--- src/rtl/mem_req_queue.sv ---
// EXE-stage load/store issue unit: alignment check, store lane/strobe generation and
// in-order tracking of up to DEPTH ops on an SRAM-like req/addr_ok/data_ok bus.
module mem_req_queue #(
    parameter int unsigned DATA_W = 32,
    parameter int unsigned ADDR_W = 32,
    parameter int unsigned DEPTH  = 4,
    parameter int unsigned TAG_W  = 5
) (
    input  logic                  clk,
    input  logic                  resetn,
    input  logic                  in_valid,
    output logic                  in_ready,
    input  logic                  in_wr,
    input  logic [1:0]            in_size,
    input  logic [ADDR_W-1:0]     in_addr,
    input  logic [DATA_W-1:0]     in_wdata,
    input  logic [TAG_W-1:0]      in_tag,
    output logic                  in_ale,
    input  logic                  flush,
    output logic                  req,
    output logic                  req_wr,
    output logic [1:0]            req_size,
    output logic [ADDR_W-1:0]     req_addr,
    output logic [DATA_W/8-1:0]   req_wstrb,
    output logic [DATA_W-1:0]     req_wdata,
    input  logic                  req_addr_ok,
    input  logic                  resp_data_ok,
    input  logic [DATA_W-1:0]     resp_rdata,
    output logic                  out_valid,
    input  logic                  out_ready,
    output logic [TAG_W-1:0]      out_tag,
    output logic                  out_wr,
    output logic                  out_ale,
    output logic [DATA_W-1:0]     out_rdata
);

    localparam int unsigned NB     = DATA_W / 8;
    localparam int unsigned OFF    = $clog2(NB);
    localparam int unsigned PTR_W  = $clog2(DEPTH);
    localparam int unsigned CNT_W  = PTR_W + 1;
    localparam int unsigned DISC_W = PTR_W + 4;

    typedef struct packed {
        logic [TAG_W-1:0]  tag;
        logic              wr;
        logic              ale;
        logic [OFF-1:0]    off;
        logic [DATA_W-1:0] rdata;
    } ent_t;

    ent_t              ent_q [DEPTH];
    ent_t              ent_d [DEPTH];
    logic [DEPTH-1:0]  done_q, done_d;
    logic [PTR_W-1:0]  head_q, head_d;
    logic [PTR_W-1:0]  tail_q, tail_d;
    logic [CNT_W-1:0]  count_q, count_d;
    logic [DISC_W-1:0] disc_q, disc_d;

    logic              req_q, req_d;
    logic              req_wr_q, req_wr_d;
    logic [1:0]        req_size_q, req_size_d;
    logic [ADDR_W-1:0] req_addr_q, req_addr_d;
    logic [NB-1:0]     req_wstrb_q, req_wstrb_d;
    logic [DATA_W-1:0] req_wdata_q, req_wdata_d;

    logic              out_valid_q, out_valid_d;
    logic [TAG_W-1:0]  out_tag_q, out_tag_d;
    logic              out_wr_q, out_wr_d;
    logic              out_ale_q, out_ale_d;
    logic [DATA_W-1:0] out_rdata_q, out_rdata_d;

    logic [OFF-1:0]    in_off;
    logic [OFF-1:0]    size_mask;
    logic              ale_op;
    logic [NB-1:0]     strb_base;
    logic [NB-1:0]     wstrb_op;
    logic [DATA_W-1:0] wdata_rep;
    logic              req_hold;
    logic              accept;
    logic              pop;

    logic              rsp_hit;
    logic [PTR_W-1:0]  rsp_idx;
    logic [PTR_W-1:0]  scan_idx;
    logic [CNT_W-1:0]  notdone_cnt;
    logic              rsp_fire;

    // Alignment: size wider than the bus or low address bits not size-aligned
    assign in_off    = in_addr[OFF-1:0];
    assign size_mask = OFF'((32'd1 << in_size) - 32'd1);
    assign ale_op    = (32'(in_size) > OFF) || ((in_off & size_mask) != '0);
    assign in_ale    = in_valid & ale_op;

    assign strb_base = NB'((32'd1 << (32'd1 << in_size)) - 32'd1);
    assign wstrb_op  = in_wr ? NB'(strb_base << in_off) : '0;

    always_comb begin
        wdata_rep = in_wdata;
        unique case (in_size)
            2'd0:    wdata_rep = {NB{in_wdata[7:0]}};
            2'd1:    wdata_rep = {(NB/2){in_wdata[15:0]}};
            2'd2:    wdata_rep = {(NB/4){in_wdata[31:0]}};
            default: wdata_rep = in_wdata;
        endcase
    end

    assign req_hold = req_q & ~req_addr_ok;
    assign in_ready = resetn & (count_q < CNT_W'(DEPTH)) & ~req_hold;
    assign accept   = in_valid & in_ready & ~flush;
    assign pop      = out_valid_q & out_ready & ~flush;

    // Oldest not-done entry receives the next response; not-done count feeds discard on flush
    always_comb begin
        rsp_hit     = 1'b0;
        rsp_idx     = '0;
        scan_idx    = '0;
        notdone_cnt = '0;
        for (int unsigned i = 0; i < DEPTH; i++) begin
            scan_idx = head_q + PTR_W'(i);
            if ((CNT_W'(i) < count_q) && !done_q[scan_idx]) begin
                notdone_cnt = notdone_cnt + CNT_W'(1);
                if (!rsp_hit) begin
                    rsp_hit = 1'b1;
                    rsp_idx = scan_idx;
                end
            end
        end
    end

    assign rsp_fire = resp_data_ok & (disc_q == '0) & rsp_hit;

    always_comb begin
        ent_d       = ent_q;
        done_d      = done_q;
        head_d      = head_q;
        tail_d      = tail_q;
        count_d     = count_q;
        disc_d      = disc_q;
        req_d       = req_q;
        req_wr_d    = req_wr_q;
        req_size_d  = req_size_q;
        req_addr_d  = req_addr_q;
        req_wstrb_d = req_wstrb_q;
        req_wdata_d = req_wdata_q;

        if (rsp_fire) begin
            done_d[rsp_idx] = 1'b1;
            if (!ent_q[rsp_idx].wr) begin
                ent_d[rsp_idx].rdata = resp_rdata;
            end
        end

        if (req_q && req_addr_ok) begin
            req_d = 1'b0;
        end

        if (flush) begin
            // A response landing in the flush cycle already retired one pending op
            disc_d  = disc_q + DISC_W'(notdone_cnt) - DISC_W'(resp_data_ok);
            head_d  = '0;
            tail_d  = '0;
            count_d = '0;
            done_d  = '0;
        end else begin
            if (resp_data_ok && (disc_q != '0)) begin
                disc_d = disc_q - DISC_W'(1);
            end
            if (pop) begin
                head_d = head_q + PTR_W'(1);
            end
            if (accept) begin
                ent_d[tail_q].tag   = in_tag;
                ent_d[tail_q].wr    = in_wr;
                ent_d[tail_q].ale   = ale_op;
                ent_d[tail_q].off   = in_off;
                ent_d[tail_q].rdata = '0;
                done_d[tail_q]      = ale_op;
                tail_d              = tail_q + PTR_W'(1);
                if (!ale_op) begin
                    req_d       = 1'b1;
                    req_wr_d    = in_wr;
                    req_size_d  = in_size;
                    req_addr_d  = in_addr;
                    req_wstrb_d = wstrb_op;
                    req_wdata_d = wdata_rep;
                end
            end
            count_d = count_q + CNT_W'(accept) - CNT_W'(pop);
        end
    end

    // Output register mirrors the head entry of the next state
    always_comb begin
        out_valid_d = (count_d != '0) && done_d[head_d];
        out_tag_d   = ent_d[head_d].tag;
        out_wr_d    = ent_d[head_d].wr;
        out_ale_d   = ent_d[head_d].ale;
        out_rdata_d = ent_d[head_d].rdata >> {ent_d[head_d].off, 3'b000};
    end

    always_ff @(posedge clk) begin
        if (!resetn) begin
            for (int unsigned i = 0; i < DEPTH; i++) begin
                ent_q[i] <= '0;
            end
            done_q      <= '0;
            head_q      <= '0;
            tail_q      <= '0;
            count_q     <= '0;
            disc_q      <= '0;
            req_q       <= 1'b0;
            req_wr_q    <= 1'b0;
            req_size_q  <= '0;
            req_addr_q  <= '0;
            req_wstrb_q <= '0;
            req_wdata_q <= '0;
            out_valid_q <= 1'b0;
            out_tag_q   <= '0;
            out_wr_q    <= 1'b0;
            out_ale_q   <= 1'b0;
            out_rdata_q <= '0;
        end else begin
            ent_q       <= ent_d;
            done_q      <= done_d;
            head_q      <= head_d;
            tail_q      <= tail_d;
            count_q     <= count_d;
            disc_q      <= disc_d;
            req_q       <= req_d;
            req_wr_q    <= req_wr_d;
            req_size_q  <= req_size_d;
            req_addr_q  <= req_addr_d;
            req_wstrb_q <= req_wstrb_d;
            req_wdata_q <= req_wdata_d;
            out_valid_q <= out_valid_d;
            out_tag_q   <= out_tag_d;
            out_wr_q    <= out_wr_d;
            out_ale_q   <= out_ale_d;
            out_rdata_q <= out_rdata_d;
        end
    end

    assign req       = req_q;
    assign req_wr    = req_wr_q;
    assign req_size  = req_size_q;
    assign req_addr  = req_addr_q;
    assign req_wstrb = req_wstrb_q;
    assign req_wdata = req_wdata_q;
    assign out_valid = out_valid_q;
    assign out_tag   = out_tag_q;
    assign out_wr    = out_wr_q;
    assign out_ale   = out_ale_q;
    assign out_rdata = out_rdata_q;

endmodule

--- config.mk ---
export PLATFORM = sky130hd
export DESIGN_NAME = mem_req_queue
export DESIGN_NICKNAME = d
export VERILOG_FILES = /design/src/rtl/mem_req_queue.sv
export SDC_FILE = /design/constraint.sdc
export NUM_CORES = 1
export LEC_CHECK = 0
export ABC_AREA = 1
export BUFFER_PORTS_ARGS = -buffer_cell sky130_fd_sc_hd__buf_2
export CAP_MARGIN = 20
export CORE_MARGIN = 2
export CORE_UTILIZATION = 40
export DETAILED_ROUTE_END_ITERATION = 6
export REMOVE_ABC_BUFFERS = 1
export SLEW_MARGIN = 20
export SYNTH_ARGS = -nofsm -noshare
export SYNTH_HDL_FRONTEND = slang
export SYNTH_SLANG_ARGS = --single-unit
--- constraint.sdc ---
create_clock -name clk -period 5.3 [get_ports clk]
set_input_delay 1.06 -clock clk [delete_from_list [all_inputs] [get_ports clk]]
set_output_delay 1.06 -clock clk [all_outputs]
set_load 0.05 [all_outputs]
* Word level (Yosys, flattened, before mapping)
Cells that the tools add are included.
** Storage, ports and cells
- Bits in registers :: 293
- Output and inout bits :: 114
** Cells by class
- Add/subtract/negate cells :: 14
- Magnitude comparators :: 20
- Equality and inequality tests :: 1
- Shift operators :: 4
- Muxes and demuxes :: 72
- Bitwise operators :: 20
- Reductions and logical operators :: 24
** Operators with widths (count)
- $bwmux 164 :: 6
- $mux 164 :: 4
- $demux 41 s2 :: 6
- $bmux 41 s2 :: 2
- $mux 41 :: 3
- $mux 36 :: 3
- $mux 32 :: 2
- $pmux 32 s2 :: 1
- $mux 35 :: 1
- $mux 34 :: 1
- $shl 1x2->32 const A :: 1
- $shl 1x32->4 const A :: 1
- $shr 32x5->32 :: 1
- $lt 2x3->1 const B :: 7
- $mux 2 :: 9
- $mux 1 :: 16
- $mux 4 :: 4
- $mux 3 :: 4
- $mux 6 :: 2
- $logic_and 1x1->1 :: 11
- $and 1x1->1 :: 10
- $bmux 1 s2 :: 5
- $add 3x1->3 const B :: 3
- $ge 3x3->1 const B :: 3
- 32 further kinds :: 49

* Longest topological paths before layout
Gate-level depths: netlist (run 1).
- Depth in word-level cells :: 30
- Gate-level depth with buffers :: 28
- Mapped depth without buffers :: 27

* Worst setup path before layout (run 1)
OpenSTA, ideal clock, no wires.
- Path type :: in2reg
- Start :: in resetn
- End :: reg out_rdata_q[10] (netlist: out_rdata[10])
- Data arrival time :: 3.706 ns
- Data required time :: 5.188 ns
- Setup slack :: 1.483 ns
- Stages :: 16
- Buffers on the path :: 3
- Cell sequence :: buf_2 inv_2 nor3_2 nand2_1 nor2_2 nand2_1 buf_2 o21ai_1 nand2_1 a32oi_2 inv_1 clkbuf_1 nand3_1 nand2_1 nand2_1 nor2_1
** On the way
- Word-level cells in the longest chain between the ends :: 10
** RTL lines
- start: declaration :: RTL line 10 : input logic resetn,
- $and 1x1->1 (2 in series) :: RTL line 108 : assign in_ready = resetn & (count_q < CNT_W'(DEPTH)) & ~req_hold;
- named net in_ready :: RTL line 12 : output logic in_ready,
- $and 1x1->1 (2 in series) :: RTL line 109 : assign accept = in_valid & in_ready & ~flush;
- $mux 164 :: RTL line 171 : if (accept) begin
- $mux 164 :: RTL line 157 : if (flush) begin
- $bmux 41 s2 :: RTL line 198 : out_rdata_d = ent_d[head_d].rdata >> {ent_d[head_d].off, 3'b000};
- $mux 41 (implied by the code) (2 in series) :: RTL line 198
- $shr 32x5->32 :: RTL line 198
- end signal: assignment :: RTL line 239 : out_rdata_q <= out_rdata_d;
- end: declaration :: RTL line 70 : logic [DATA_W-1:0] out_rdata_q, out_rdata_d;
The timed path passes the listed nets, and every way through them passes these cells. The select of a mux whose other input is x is not followed.
A chain may end at the register's enable or synchronous reset.

* Final worst setup path (run 1)
- Start :: reg head_q[0]
- End :: reg out_rdata_q[7] (netlist: out_rdata[7])
** On the way
- Word-level cells in the longest chain between the ends :: 30
- Elaborated cells between the ends (all ways) :: 57
- Those cells by class :: add/sub (3); order compare (2); shift (1); mux (39); bitwise (3); reduce/logical (9)
** RTL lines
- start: declaration :: RTL line 54 : logic [PTR_W-1:0] head_q, head_d;
- start signal: assignment :: RTL line 207 : head_q <= '0;
- start signal: assignment :: RTL line 225 : head_q <= head_d;
- branches (longest 26 deep; another with $ge 3x3->1)
- $bmux 41 s2 (*) :: RTL line 198
- $mux 41 (implied by the code) (*) (2 in series) :: RTL line 198
- $shr 32x5->32 (*) :: RTL line 198
Every way passes the cells marked *. The select of a mux whose other input is x is not followed.

==> run_results.csv, run 1 <==
group,metric,value,unit
global_route,antenna_found_initial,1,
detailed_routing,wire_per_inst,16.7,um
pwr,pwr_density_cell,303,nW/um^2
cts,htree_levels,2,
timing,min_period_over_period,83.7,%
placement,dp.cells,2758,
synth,synth.distinct_cells,40,
run,drv_cap,0,
synth,syn_avg_cell_area,6.68,sq um
finish,fin_cells,2819,
critical_path,critical_path_required,5.72,ns
floorplanning,die_h,195,um
critical_path,worstPathMaxFanout,23,
detailed_routing,via_count,14900,
critical_path,critPathArrivalTime,4.86,ns
floorplanning,rows,69,
floorplanning,io_pins,225,
synth,netlist_area,14600,sq um
timing,setup_tns,0,ns
finish,layout_common_cells,"458 x nand2_1, 304 x nor2_1, 293 x dfxtp_1",
global_route,grt_overflow,0,
synth,synth_edf_count,0,
critical_path,startpoint,"head_q[0]$_SDFF_PN0_",
cts,path_clk_slew,0.06,ns
floorplanning,dieArea,38000,sq um
finish,ff_latch_area,5870,sq um
cts,cts_buffer_depth,3,
timing,final_hold_viol_count,0,
hold_path,worstHoldStart,"req_size[1]$_SDFFE_PN0P_",
run_status,status,"completed",
finish,fill_cells,3676,
hold_path,hold_class,"reg2reg",
cts,cts_buffers,35,
finish,final_common_cell,"nand2_1",
critical_path,path_class,"reg2reg",
critical_path,endpoint_kind,"flop",
timing,fin_worst_skew,0.0112,ns
synth,ys_seq_area_share,40.2,%
global_route,grt_pass1_wl,74800,um
finish,utilization,47.9,%
detailed_routing,drtPass1Iterations,6,
finish,layout.nets,2472,
timing,tightest_slew,1.05,ns
synth,netlist.area_leader.share,40.2,%
timing,drv_slew,0,
synth,synthTopCellsByArea,"dfxtp_1 40%, nand2_1 12%, nand3_1 8.6%",
synth,synthArstFlopShare,0,%
placement,gp_congestion,0.860,
critical_path,crit-reg2reg-launch,"head_q[0]$_SDFF_PN0_",
finish,area_growth,17.5,%
pwr,p_leak,7.94,nW
floorplanning,initial_core_util,40.8,%
cts,clk_latency,0.53,ns
timing,rsz0062_at_grt,"no",
global_route,gr-usage-all-layers,24.4,%
detailed_routing,drcViolationCount,0,
floorplanning,die_x,195,um
critical_path,startpoint_type,"flop",
synth,syn_inst,2182,
synth,synth_ff_type,"dfxtp_1",
timing,finalSetupViolations,0,
finish,multi_input_area,7130,sq um
timing,slew_headroom,30.0,%
cts,cts_tree,"built",
global_route,grt_max_degree,73,
cts,clock_sinks,293,
synth,synth-seq-cells,293,
placement,dpl.hpwl,30800,um
pwr,peakVddDrop,273,uV
detailed_routing,drt_iter0_drc,1017,
detailed_routing,via_per_inst,5.29,
floorplanning,core_area,35700,sq um
finish,n_antenna_cell,0,
synth,yosysWarnings,0,
detailed_routing,wl,47000,um
detailed_routing,postRouteAntennaNets,0,
global_route,grt_pass1_vias,14000,
placement,numPortBuffers,224,
cts,hold_buffers,0,
cts,cts-root-buf,"clkbuf_16",
cts,postCtsSetupBuffers,0,
timing,period_needed,4.44,ns
synth,yosys.area.top_type,"dfxtp_1",
timing,fmax,225,MHz
finish,drive_gt1_share,15.3,%
cts,post_cts_resized,0,
-- cells by family (layout without fill, tap and decap cells) --
group           count (synthesis)  count (layout)  synth area share (%)
fa+ha+maj                      27              27                  2.42
flops                         293             293                  40.2
compound gates                241             241                  9.21
xor+xnor                        8               8                 0.480
simple gates                 1200            1200                  36.6
buf+inv                       413             589                  11.1
-- Yosys cell counts, types with 8 or more instances --
cell type	count
a21oi_1	77
a31oi_1	9
buf_1	18
buf_2	37
clkbuf_1	87
dfxtp_1	293
ha_1	25
inv_1	253
inv_2	10
nand2_1	462
nand3_1	252
nand3b_1	8
nand4_1	149
nor2_1	306
o211ai_1	24
o21ai_0	110
o21ai_1	8
xor2_1	8
-- stage by stage --
step / instance area, sq um / total power, mW / hold WS (ns) / setup WS [ns]
after floorplan: 14000 / 2.68 / 0.474 / -2.74
after global placement: 16000 / 2.87 / 0.446 / 1.09
after detailed placement: 16000 / 2.87 / 0.453 / 0.948
after CTS: 17100 / 5.25 / 0.462 / 0.935
after global routing: 17100 / 5.40 / 0.484 / 0.487
final: 17100 / 5.19 / 0.460 / 0.862
-- state kept, by name (all words and copies together), names as in the netlist, 2 cells and up --
register / count
req_addr: 32
disc_q: 6
head_q: 2
req_wdata: 32
ent_q: 164
out_rdata: 32
req_wstrb: 4
tail_q: 2
req_size: 2
count_q: 3
done_q: 4
out_tag: 5
-- per-layer routing --
layer	global-route usage, %	up-vias	share of wire, %
li1	-	7392	-
met2	40.4	563	46
met5	0	-	0
met3	5.80	85	8.5
met1	31.1	6870	43
met4	8.26	0	2.6
-- critical path, cell delays in order, from the launching register on --
cell and delay (ns):
dfxtp_1 0.63, inv_2 0.13, nand2_1 0.13, nand2_4 0.10
nand2_2 0.09, nand3_1 0.13, ha_1 0.26, nand4_1 0.19
inv_1 0.10, a21oi_2 0.21, a21oi_4 0.11, nand3_2 0.41
nand3_2 0.68, buf_4 0.41, o211ai_1 0.23, nand2_1 0.09
nand3_1 0.08, nand3_1 0.13, nand3_1 0.15, nand2_1 0.06
-- power by group --
part | internal (mW) | total (mW) | switching, mW
Sequential | 2.25 | 2.27 | 0.0205
Combinational | 0.162 | 0.561 | 0.399
Clock | 1.42 | 2.37 | 0.949
Total | 3.83 | 5.19 | 1.37
-- path summary, 6_finish.rpt --
path | depth (start not counted) | end | slack [ns]
setup / recovery | 19 | out_rdata[7]$_SDFF_PN0_ | 0.86
hold / removal | 2 | req_size[1]$_SDFFE_PN0P_ | 0.46
setup reg to reg | 19 | out_rdata[7]$_SDFF_PN0_ | 0.86
hold reg to reg | 2 | req_size[1]$_SDFFE_PN0P_ | 0.46
-- area by class of cell --
cell class / count / area share, %
multi-input combinational: 1476 / 41.6
sequential: 293 / 34.2
timing repair buffer: 261 / 8.31
clock buffer: 49 / 6.07
inverter: 267 / 5.88
tap: 461 / 3.37
clock inverter: 12 / 0.518
No activity file was read; power rests on OpenSTA's default activity.
==> run 2: changes to the inputs <==
==> constraint.sdc (replaced) <==
create_clock -name clk -period 3.88 [get_ports clk]
set_input_delay 0.776 -clock clk [delete_from_list [all_inputs] [get_ports clk]]
set_output_delay 0.776 -clock clk [all_outputs]
set_load 0.05 [all_outputs]
==> run 2 against run 1 <==
Die area is the same. Sequential share of layout area shrank 0.79 points. Final cell count grew 0.92%. Sequential power grew 37%. Largest power group unchanged.
==> run_results.csv, run 2 (synthesis results as in run 1) <==
group,metric,value,unit
detailed_routing,via_per_inst,5.32,
timing,fin_worst_skew,0.0215,ns
global_route,met3_usage,4.69,%
floorplanning,rows,69,
critical_path,startpoint_type,"flop",
detailed_routing,postRouteAntennaNets,0,
finish,final_common_cell,"nand2_1",
finish,area_growth,20.5,%
critical_path,critical_path_required,4.29,ns
hold_path,hold_class,"reg2reg",
cts,clock_sinks,293,
placement,dpl.hpwl,30300,um
cts,path_clk_slew,0.06,ns
global_route,grt_overflow,0,
timing,period_needed,3.66,ns
finish,drive_gt1_share,17.1,%
critical_path,slowest_delay,0.36,ns
global_route,antenna_found_initial,1,
timing,min_period_over_period,94.4,%
placement,numPortBuffers,224,
floorplanning,die_h,195,um
timing,finalSetupViolations,0,
timing,drv_slew,0,
detailed_routing,via_count,15100,
floorplanning,dieArea,38000,sq um
finish,layout.nets,2497,
critical_path,crit_buf_inv,4,
pwr,peakVddDrop,309,uV
critical_path,critPathArrivalTime,4.07,ns
critical_path,endpoint_kind,"flop",
critical_path,reg2reg_slack,0.22,ns
global_route,grt_max_degree,91,
cts,cts_buffers,35,
cts,clk_latency,0.52,ns
detailed_routing,drtPass1Iterations,6,
critical_path,worstPathMaxFanout,5,
detailed_routing,wire_per_inst,16.7,um
finish,largest_reg_flops,164,
finish,utilization,49.1,%
floorplanning,die_x,195,um
timing,setup_tns,0,ns
detailed_routing,wl,47400,um
global_route,use_met2,41.0,%
timing,slew_headroom,41.4,%
cts,htree_levels,2,
placement,pre_cts_slack,-0.0360,ns
timing,worst_slack,0.219,ns
cts,cts_tree,"built",
global_route,grt_pass1_vias,14100,
timing,fmax,273,MHz
cts,cts_buffer_depth,3,
timing,hold_ws,0.458,ns
run,drv_cap,0,
floorplanning,initial_core_util,40.8,%
finish,layout_common_cells,"451 x nand2_1, 304 x nor2_1, 290 x dfxtp_1",
pwr,pwr_density_cell,416,nW/um^2
global_route,grt_pass1_wl,75300,um
cts,cts-root-buf,"clkbuf_16",
floorplanning,io_pins,225,
pwr,p_leak,8.12,nW
global_route,gr-usage-all-layers,24.4,%
timing,final_hold_viol_count,0,
finish,finish.instance_area,17600,sq um
finish,n_antenna_cell,0,
finish,top_register,"ent_q",
global_route,busiest_layer,"met2",
critical_path,worst_path_max_delay_cell,"dfxtp_4",
timing,tightest_slew,0.878,ns
placement,gp_congestion,0.847,
placement,dpl_cell_area,16200,sq um
detailed_routing,drcViolationCount,0,
critical_path,crit_family,"simple AND/OR/NAND/NOR gates",
global_route,use_met1,31.5,%
run_status,status,"completed",
floorplanning,core_area,35700,sq um
critical_path,crit_top_cell,"nor2_1",
critical_path,crit_chain,"buf_4 > nand2_1 > nand3_1 > nand3_2 > inv_2 > ha_4 > or2_4 > nand2_2 > inv_1 > ha_1 > o21ai_0 > ha_1 > inv_1 > ha_1 > nand2_1 > nor2_1 > a211oi_2 > nor2_1 > nor2_1 > nor2_1 > nor2_1 > xor2_1 > nand2_1 > a221oi_2",
detailed_routing,drt_iter0_drc,1028,
critical_path,path_class,"reg2reg",
## run 2: changes by cell type in the layout (fill, tap and decap cells not counted), sizes merged
cell    delta
buf       +25
bufinv     +3
clkbuf     +2
clkinv     -5
inv        +1
## run 2: path summary, 6_finish.rpt
kind / endpoint / cells after the start / from
min: req_wdata[20]$_SDFFE_PN0P_ / 2 / req_wdata[20]$_SDFFE_PN0P_
max reg2reg: disc_q[5]$_SDFFE_PN0P_ / 24 / head_q[0]$_SDFF_PN0_
min reg2reg: req_wdata[20]$_SDFFE_PN0P_ / 2 / req_wdata[20]$_SDFFE_PN0P_
max: disc_q[5]$_SDFFE_PN0P_ / 24 / head_q[0]$_SDFF_PN0_
## run 2: worst register-to-register path: stages (launching register included)
cell	delay, ns
dfxtp_4	0.36
buf_4	0.15
nand2_1	0.08
nand3_1	0.11
nand3_2	0.11
inv_2	0.05
ha_4	0.24
or2_4	0.24
nand2_2	0.07
inv_1	0.04
ha_1	0.26
o21ai_0	0.18
ha_1	0.27
inv_1	0.07
ha_1	0.22
nand2_1	0.06
nor2_1	0.04
a211oi_2	0.22
nor2_1	0.09
nor2_1	0.10
nor2_1	0.04
nor2_1	0.12
xor2_1	0.15
nand2_1	0.08
a221oi_2	0.23
## run 2: routing by layer
metal | wire [um] | vias up
met5 | 13 | -
met1 | 20200 | 6959
met4 | 1130 | 2
met3 | 3950 | 84
met2 | 22100 | 630
li1 | - | 7470
## run 2: what timing repair did
item,CTS,global route
hold buffers,0,0
pin swaps,0,18
buffers inserted,0,7
gates resized for setup,3,31
endpoints found under the setup margin,1,27
## run 2: cell type report
cell class	instances	area (sq um)
Clock buffer	51	1020
Tap cell	461	577
Multi-Input combinational cell	1476	7250
Fill cell	3655	18200
Timing Repair Buffer	286	1680
Sequential cell	293	5870
Inverter	267	1010
Clock inverter	11	163
## run 2: power by group
part	switching, mW	internal [mW]
combinational	0.561	0.249
clock	1.32	2.08
sequential	0.0276	3.07
## run 2: metrics by stage
stage                     power [mW]  std cells
final                           7.31       2845
after global placement          3.93       2776
after CTS                       7.34       2838
after global routing            7.58       2845
after floorplan                 3.66       2036
after detailed placement        3.94       2776
